<file path="src/rtl/conv_sched_pkg.sv">
// -----------------------------------------------------------------------------
// conv_sched_pkg
// Shared types and index helpers for the convolution tile scheduler.
//   state_e    : scheduler FSM states
//   idx_w      : index width for a count of n (never below 1 bit)
//   tiles_x/y  : number of tile columns / rows in the output map
//   jobs       : total tile jobs in one layer
//   slot_addr  : output-buffer slot of a (of, ty, tx) tile
// -----------------------------------------------------------------------------
package conv_sched_pkg;

  typedef enum logic [2:0] {
    IDLE   = 3'd0,
    LOAD_W = 3'd1,
    LOAD_P = 3'd2,
    ISSUE  = 3'd3,
    WAIT   = 3'd4,
    STORE  = 3'd5,
    NEXT   = 3'd6,
    FIN    = 3'd7
  } state_e;

  function automatic int unsigned idx_w(input int unsigned n);
    return (n > 32'd1) ? int'($clog2(n)) : 32'd1;
  endfunction

  function automatic int unsigned tiles_x(input int unsigned nox, input int unsigned pix);
    return nox / pix;
  endfunction

  function automatic int unsigned tiles_y(input int unsigned noy, input int unsigned piy);
    return noy / piy;
  endfunction

  function automatic int unsigned jobs(input int unsigned nof, input int unsigned tx_n,
                                       input int unsigned ty_n);
    return nof * tx_n * ty_n;
  endfunction

  function automatic int unsigned slot_addr(input int unsigned of, input int unsigned ty,
                                            input int unsigned tx, input int unsigned tx_n,
                                            input int unsigned ty_n);
    return (of * ty_n + ty) * tx_n + tx;
  endfunction

endpackage

</file>
<file path="src/rtl/conv_tile_scheduler_counter.sv">
// -----------------------------------------------------------------------------
// tile_index_counter
// Nested tile position counter: tx fastest, then ty, then of.
//   clk, rst      : clock, asynchronous active-high reset
//   clear_i       : return all indices to zero (start of a layer)
//   step_i        : advance to the next job
//   tx_o/ty_o/of_o: current tile column, tile row, output map
//   last_o        : current job is the last of the layer
//   of_changed_o  : the next step moves to a new output map
// -----------------------------------------------------------------------------
module tile_index_counter import conv_sched_pkg::*; #(
  parameter int unsigned TX_N = 2,
  parameter int unsigned TY_N = 2,
  parameter int unsigned OF_N = 4,
  localparam int unsigned TX_W = idx_w(TX_N),
  localparam int unsigned TY_W = idx_w(TY_N),
  localparam int unsigned OF_W = idx_w(OF_N)
) (
  input  logic            clk,
  input  logic            rst,
  input  logic            clear_i,
  input  logic            step_i,
  output logic [TX_W-1:0] tx_o,
  output logic [TY_W-1:0] ty_o,
  output logic [OF_W-1:0] of_o,
  output logic            last_o,
  output logic            of_changed_o
);

  logic [TX_W-1:0] tx_q, tx_d;
  logic [TY_W-1:0] ty_q, ty_d;
  logic [OF_W-1:0] of_q, of_d;
  logic            tx_wrap_s, ty_wrap_s, of_wrap_s;

  assign tx_wrap_s    = (tx_q == TX_W'(TX_N - 32'd1));
  assign ty_wrap_s    = (ty_q == TY_W'(TY_N - 32'd1));
  assign of_wrap_s    = (of_q == OF_W'(OF_N - 32'd1));
  assign last_o       = tx_wrap_s && ty_wrap_s && of_wrap_s;
  assign of_changed_o = tx_wrap_s && ty_wrap_s;
  assign tx_o         = tx_q;
  assign ty_o         = ty_q;
  assign of_o         = of_q;

  // Next-index computation with carry from tx into ty into of.
  always_comb begin
    tx_d = tx_q;
    ty_d = ty_q;
    of_d = of_q;
    if (clear_i) begin
      tx_d = '0;
      ty_d = '0;
      of_d = '0;
    end else if (step_i) begin
      if (tx_wrap_s) begin
        tx_d = '0;
        if (ty_wrap_s) begin
          ty_d = '0;
          if (of_wrap_s) begin
            of_d = '0;
          end else begin
            of_d = of_q + OF_W'(1);
          end
        end else begin
          ty_d = ty_q + TY_W'(1);
        end
      end else begin
        tx_d = tx_q + TX_W'(1);
      end
    end else begin
      tx_d = tx_q;
    end
  end

  // Index registers.
  always_ff @(posedge clk or posedge rst) begin
    if (rst) begin
      tx_q <= '0;
      ty_q <= '0;
      of_q <= '0;
    end else begin
      tx_q <= tx_d;
      ty_q <= ty_d;
      of_q <= of_d;
    end
  end

endmodule

</file>
<file path="src/rtl/conv_tile_scheduler.sv">
// -----------------------------------------------------------------------------
// conv_tile_scheduler
// Layer-level controller for the Piy x Pix convolution tile datapath. Walks
// every (of, ty, tx) tile job, fetches weights (only when of changes) and the
// pixel window, fires the datapath, waits for its final accumulation (with a
// watchdog) and stores the tile into the output buffer.
//   clk, rst                       : clock, asynchronous active-high reset
//   start / busy / done            : layer control and status
//   wbuf_rd_req/of/rd_valid        : weight fetch handshake
//   pbuf_rd_req/tx/ty/rd_valid     : pixel fetch handshake
//   dp_pixel_ready/weight_ready    : one-cycle datapath start strobes
//   dp_acc_valid                   : datapath final accumulation valid
//   obuf_wr_valid/ready/addr       : tile store handshake
//   err                            : sticky protocol / watchdog error
// -----------------------------------------------------------------------------
module conv_tile_scheduler import conv_sched_pkg::*; #(
  parameter int unsigned Nif        = 10,
  parameter int unsigned Nof        = 4,
  parameter int unsigned Nox        = 6,
  parameter int unsigned Noy        = 6,
  parameter int unsigned Pix        = 3,
  parameter int unsigned Piy        = 3,
  parameter int unsigned kx         = 3,
  parameter int unsigned WDOG_SLACK = 64,
  localparam int unsigned TX         = tiles_x(Nox, Pix),
  localparam int unsigned TY         = tiles_y(Noy, Piy),
  localparam int unsigned JOBS       = jobs(Nof, TX, TY),
  localparam int unsigned OF_W       = idx_w(Nof),
  localparam int unsigned TX_W       = idx_w(TX),
  localparam int unsigned TY_W       = idx_w(TY),
  localparam int unsigned ADDR_W     = idx_w(JOBS),
  localparam int unsigned WDOG_LIMIT = Nif * kx * kx + WDOG_SLACK,
  localparam int unsigned WDOG_W     = idx_w(WDOG_LIMIT + 32'd1)
) (
  input  logic              clk,
  input  logic              rst,
  input  logic              start,
  output logic              busy,
  output logic              done,
  output logic              wbuf_rd_req,
  output logic [OF_W-1:0]   wbuf_of,
  input  logic              wbuf_rd_valid,
  output logic              pbuf_rd_req,
  output logic [TX_W-1:0]   pbuf_tx,
  output logic [TY_W-1:0]   pbuf_ty,
  input  logic              pbuf_rd_valid,
  output logic              dp_pixel_ready,
  output logic              dp_weight_ready,
  input  logic              dp_acc_valid,
  output logic              obuf_wr_valid,
  input  logic              obuf_wr_ready,
  output logic [ADDR_W-1:0] obuf_addr,
  output logic              err
);

  state_e              state_q;
  logic                busy_q, done_q, wreq_q, preq_q, dp_rdy_q, obuf_valid_q, err_q;
  logic [ADDR_W-1:0]   obuf_addr_q;
  logic [WDOG_W-1:0]   wdog_q;

  logic [TX_W-1:0]     tx_s;
  logic [TY_W-1:0]     ty_s;
  logic [OF_W-1:0]     of_s;
  logic                last_s, of_changed_s;
  logic                start_acc_s, step_s, acc_stray_s;
  logic [ADDR_W-1:0]   addr_s;

  // A start landing on the done cycle (first IDLE cycle) is not accepted.
  assign start_acc_s = start && (state_q == IDLE) && !done_q;
  assign step_s      = (state_q == NEXT);
  assign acc_stray_s = dp_acc_valid && (state_q != WAIT);
  assign addr_s      = ADDR_W'(slot_addr(32'(of_s), 32'(ty_s), 32'(tx_s), TX, TY));

  tile_index_counter #(
    .TX_N (TX),
    .TY_N (TY),
    .OF_N (Nof)
  ) u_idx (
    .clk          (clk),
    .rst          (rst),
    .clear_i      (start_acc_s),
    .step_i       (step_s),
    .tx_o         (tx_s),
    .ty_o         (ty_s),
    .of_o         (of_s),
    .last_o       (last_s),
    .of_changed_o (of_changed_s)
  );

  // Scheduler FSM; every output is a register set on entry to its state.
  always_ff @(posedge clk or posedge rst) begin
    if (rst) begin
      state_q      <= IDLE;
      busy_q       <= 1'b0;
      done_q       <= 1'b0;
      wreq_q       <= 1'b0;
      preq_q       <= 1'b0;
      dp_rdy_q     <= 1'b0;
      obuf_valid_q <= 1'b0;
      obuf_addr_q  <= '0;
      err_q        <= 1'b0;
      wdog_q       <= '0;
    end else begin
      done_q <= 1'b0;
      case (state_q)
        IDLE: begin
          if (start_acc_s) begin
            busy_q  <= 1'b1;
            err_q   <= 1'b0;
            wreq_q  <= 1'b1;
            state_q <= LOAD_W;
          end
        end
        LOAD_W: begin
          if (wbuf_rd_valid) begin
            wreq_q  <= 1'b0;
            preq_q  <= 1'b1;
            state_q <= LOAD_P;
          end
        end
        LOAD_P: begin
          if (pbuf_rd_valid) begin
            preq_q   <= 1'b0;
            dp_rdy_q <= 1'b1;
            state_q  <= ISSUE;
          end
        end
        ISSUE: begin
          dp_rdy_q <= 1'b0;
          wdog_q   <= '0;
          state_q  <= WAIT;
        end
        WAIT: begin
          // wdog_q counts completed WAIT cycles; the timeout fires on the
          // cycle in which it would reach WDOG_LIMIT.
          if (dp_acc_valid) begin
            obuf_valid_q <= 1'b1;
            obuf_addr_q  <= addr_s;
            state_q      <= STORE;
          end else if (wdog_q == WDOG_W'(WDOG_LIMIT - 32'd1)) begin
            err_q        <= 1'b1;
            obuf_valid_q <= 1'b1;
            obuf_addr_q  <= addr_s;
            state_q      <= STORE;
          end else begin
            wdog_q <= wdog_q + WDOG_W'(1);
          end
        end
        STORE: begin
          if (obuf_wr_ready) begin
            obuf_valid_q <= 1'b0;
            state_q      <= NEXT;
          end
        end
        NEXT: begin
          // last_s / of_changed_s describe the job just stored; the counter
          // steps on this same edge.
          if (last_s) begin
            state_q <= FIN;
          end else if (of_changed_s) begin
            wreq_q  <= 1'b1;
            state_q <= LOAD_W;
          end else begin
            preq_q  <= 1'b1;
            state_q <= LOAD_P;
          end
        end
        FIN: begin
          done_q  <= 1'b1;
          busy_q  <= 1'b0;
          state_q <= IDLE;
        end
        default: begin
          busy_q       <= 1'b0;
          wreq_q       <= 1'b0;
          preq_q       <= 1'b0;
          dp_rdy_q     <= 1'b0;
          obuf_valid_q <= 1'b0;
          state_q      <= IDLE;
        end
      endcase
      if (acc_stray_s) begin
        err_q <= 1'b1;
      end
    end
  end

  assign busy            = busy_q;
  assign done            = done_q;
  assign wbuf_rd_req     = wreq_q;
  assign wbuf_of         = of_s;
  assign pbuf_rd_req     = preq_q;
  assign pbuf_tx         = tx_s;
  assign pbuf_ty         = ty_s;
  assign dp_pixel_ready  = dp_rdy_q;
  assign dp_weight_ready = dp_rdy_q;
  assign obuf_wr_valid   = obuf_valid_q;
  assign obuf_addr       = obuf_addr_q;
  assign err             = err_q;

endmodule

</file>
<file path="config.mk">
export PLATFORM = sky130hd
export DESIGN_NAME = conv_tile_scheduler
export DESIGN_NICKNAME = d
export VERILOG_FILES = /design/src/rtl/conv_sched_pkg.sv /design/src/rtl/conv_tile_scheduler_counter.sv /design/src/rtl/conv_tile_scheduler.sv
export SDC_FILE = /design/constraint.sdc
export NUM_CORES = 1
export LEC_CHECK = 0
export BUFFER_PORTS_ARGS = -buffer_cell sky130_fd_sc_hd__clkbuf_2
export CORE_MARGIN = 4
export CORE_UTILIZATION = 49
export CTS_CLUSTER_SIZE = 25
export DETAILED_ROUTE_END_ITERATION = 6
export PLACE_DENSITY = 0.74
export RECOVER_POWER = 50
export SYNTH_ARGS = -nofsm -noshare
export SYNTH_HDL_FRONTEND = slang
export SYNTH_SLANG_ARGS = --single-unit
</file>
<file path="constraint.sdc">
create_clock -name clk -period 1.45 [get_ports clk]
set_input_delay 0.2175 -clock clk [delete_from_list [all_inputs] [get_ports clk]]
set_output_delay 0.2175 -clock clk [all_outputs]
set_load 0.01 [all_outputs]
</file>
==> out/results.ini <==
[placed_design]
hpwlAfterDp_mm=2.13
numPortBuffers=22
gp_congestion=0.816

[sta]
period_minus_slack_ns=1.56
tightest_slew_ns=0.659
holdWs_ns=0.175
report.final.setup_viol=12
fin_crit_sh_pct=108
finalClockSkew_ns=0.00188
finalMaxSlewViolations=0
fin_ws_ns=-0.114
max_slew_margin_pct=56.1
fmax_mhz=639
finalHoldViolCount=0
grt_setup_unrepaired=true

[die]
ios=23
die_y_um=59.6
die_w_um=59.6
dieArea_mm2=0.00355
core_mm2=0.00250
rows=18
start_util_pct=52.2

[cts]
cts_tree=done
clock_path_buffers=2
cts-root-buf=clkbuf_4
cts.clk_slew.worst_paths_ns=0.14
cts.sinks=26
cts.htree.levels=1
clkLatencyLatePin_ns=0.32
cts-buffers-inserted=3

[yosys]
synthArstFlopShare_pct=100
ys_seq_area_share_pct=49.9
synth_cells=127
syn_area_per_cell_um2=10.3
synth_mux_area_share_pct=6.52
synth_cell_types=39
synth_compound_area_share_pct=8.44
synth_edf_count=0
ys_warn_count=0
synth-simple-area-share_pct=23.8
syn_area_mm2=0.00131
ys_seq_elements=26
synth-adder-area-share_pct=2.88
synth_ff_type=dfrtp_1
synth_top_family_by_area=simple AND/OR/NAND/NOR gates
syn_nets=137
synth_xor_area_share_pct=4.70

[routing]
antenna_left=0
wirelength_mm=3.05
dr.pass1.iters=4
vias_per_cell=5.53
dr.first_iter.drc_count=25
post_drt_wl_per_cell_um=15.1
vias=1117
drc_errors=0

[setup_path]
cp-start-kind=flip-flop
rr_endpoint=obuf_addr[2]
end_kind=flip-flop
path_class=reg2reg
cp_max_fo=5
reg2reg_slack_ns=-0.11
worstPathRequired_ns=1.68
worstReg2RegStart=wdog_q[2]
r2r_cells=4
critPathArrivalTime_ns=1.79

[power_and_ir_drop]
ir_worst_vdd_mv=1.36
p_leak_nw=0.854
p_per_area_mw_per_mm2=1610
fin_total_pwr_mw=2.84

[status]
status=finished with violations
failed_checks=setup timing

[worst_hold_path]
worstHoldStart=pbuf_rd_valid
hold_path_depth=3
holdCritPathClass=in2reg
min_to=dp_pixel_ready

[global_route]
grt_pass1_vias=1181
grt_pass1_wl_mm=5.09
antenna_found_initial=0
grt_overflow=0
track_usage_pct=19.0
grt_max_degree=27

[final_layout]
fill_cells=190
drive_gt1_share_pct=42.4
antenna_cells=0
num-nets-final=183
area_delta_synth_final_pct=34.7

[run]
cap_violations=0

cells in the mapped netlist, drive strengths merged, types with 2 or more instances:
cell type  count  area, um^2
clkbuf         4        15.0
nor2          14        52.6
xor2           6        52.6
dfrtp         26         651
nand4          4        25.0
and2           3        18.8
mux2           4        45.0
or3b           2        20.0
a21oi          4        23.8
and3           3        18.8
nor3           4        25.0
nand2b         2        12.5
mux2i          4        40.0
nand2          9        33.8
ha             3        37.5
inv            6        22.5
buf            2        12.5
a31oi          2        12.5
nor4b          2        30.0
o21ai          2        10.0
o211ai         2        15.0
nand3          7        35.0
flip-flops by register name (all words and copies together), names as in the netlist:
signal	flops
err	1
busy	1
wbuf_rd_req	1
wdog_q	8
done	1
state_q	3
u_idx.tx_o	1
u_idx.ty_o	1
obuf_wr_valid	1
dp_pixel_ready	1
u_idx.of_o	2
obuf_addr	4
pbuf_rd_req	1
timing repair:
item	CTS	global route
setup endpoints to repair	15	19
hold endpoints to repair	26	0
pin swaps	17	12
hold buffers	1	0
buffers inserted	6	4
gates resized for setup	8	14
gates cloned	0	0
cell usage in the layout, fill, tap and decap left out, types with 3 or more instances in the layout:
master,instances
a21oi_1,3
and2_1,3
buf_4,16
buf_6,6
clkbuf_2,23
clkbuf_4,3
dfrtp_1,26
inv_1,6
mux2_4,4
mux2i_1,4
nand2_1,8
nand3_1,5
nand4_1,4
nor2_1,10
nor2_2,4
nor3_1,3
xor2_1,6
how the worst max path moves through the flow:
stage | slack [ns] | from | endpoint | depth (start not counted)
after floorplan | -0.09 | wdog_q[6] | obuf_addr[0] | 4
after global routing | -0.18 | wdog_q[2] | obuf_addr[3] | 4
after detailed placement | -0.11 | wdog_q[6] | obuf_addr[2] | 4
final | -0.11 | wdog_q[2] | obuf_addr[2] | 4
after global placement | -0.09 | wdog_q[0] | wdog_q[1] | 5
after CTS | -0.11 | wdog_q[2] | obuf_addr[2] | 4
power breakdown:
part           internal, mW  total (mW)  leakage, nW  switching, mW
clock network         0.154       0.366       0.0210          0.213
logic                 0.663        1.38        0.498          0.716
registers             0.934        1.09        0.335          0.159
total                  1.75        2.84        0.854           1.09
per-stage QoR:
step           utilization (%)  setup TNS, ns  cells  cell area [um^2]  worst slack, ns
5_1_grt                   70.3          -1.69    202              1760           -0.182
3_3_place_gp              62.4         -0.450    187              1560          -0.0868
4_1_cts                   67.5         -0.707    198              1690           -0.114
2_1_floorplan                -         -0.425    127              1330          -0.0861
6_report                  70.3         -0.936    202              1760           -0.114
3_5_place_dp              62.4         -0.745    187              1560           -0.114
layout make-up:
cell class | count | area [um^2] | area share [%]
Clock buffer | 4 | 36.3 | 2.06
Inverter | 6 | 22.5 | 1.28
Multi-Input combinational cell | 89 | 694 | 39.5
Sequential cell | 26 | 651 | 37.0
Tap cell | 30 | 37.5 | 2.14
Timing Repair Buffer | 47 | 317 | 18.0
critical path, cell delays in order (launching register included):
cell	delay, ns
dfrtp_1	0.43
nor4b_4	0.34
nand2_2	0.13
a21oi_4	0.25
mux2_4	0.33
per-layer routing:
| metal | vias to the layer above | global-route usage (%) | wire length [um] |
|---|---|---|---|
| li1 | 539 | - | - |
| met1 | 553 | 23.2 | 1350 |
| met2 | 21 | 34.3 | 1570 |
| met3 | 4 | 3.49 | 87 |
| met4 | 0 | 4.75 | 46 |
| met5 | - | 0 | 0 |
kinds of logic after synthesis:
logic type / after synthesis
flip-flops: 26
buffers and inverters: 12
XOR/XNOR: 7
AND/OR/NAND/NOR: 55
multiplexers: 8
AO/OA/AOI/OAI: 16
adder cells (fa/ha/maj): 3
Note: power is estimated with default switching activity, not from simulation.
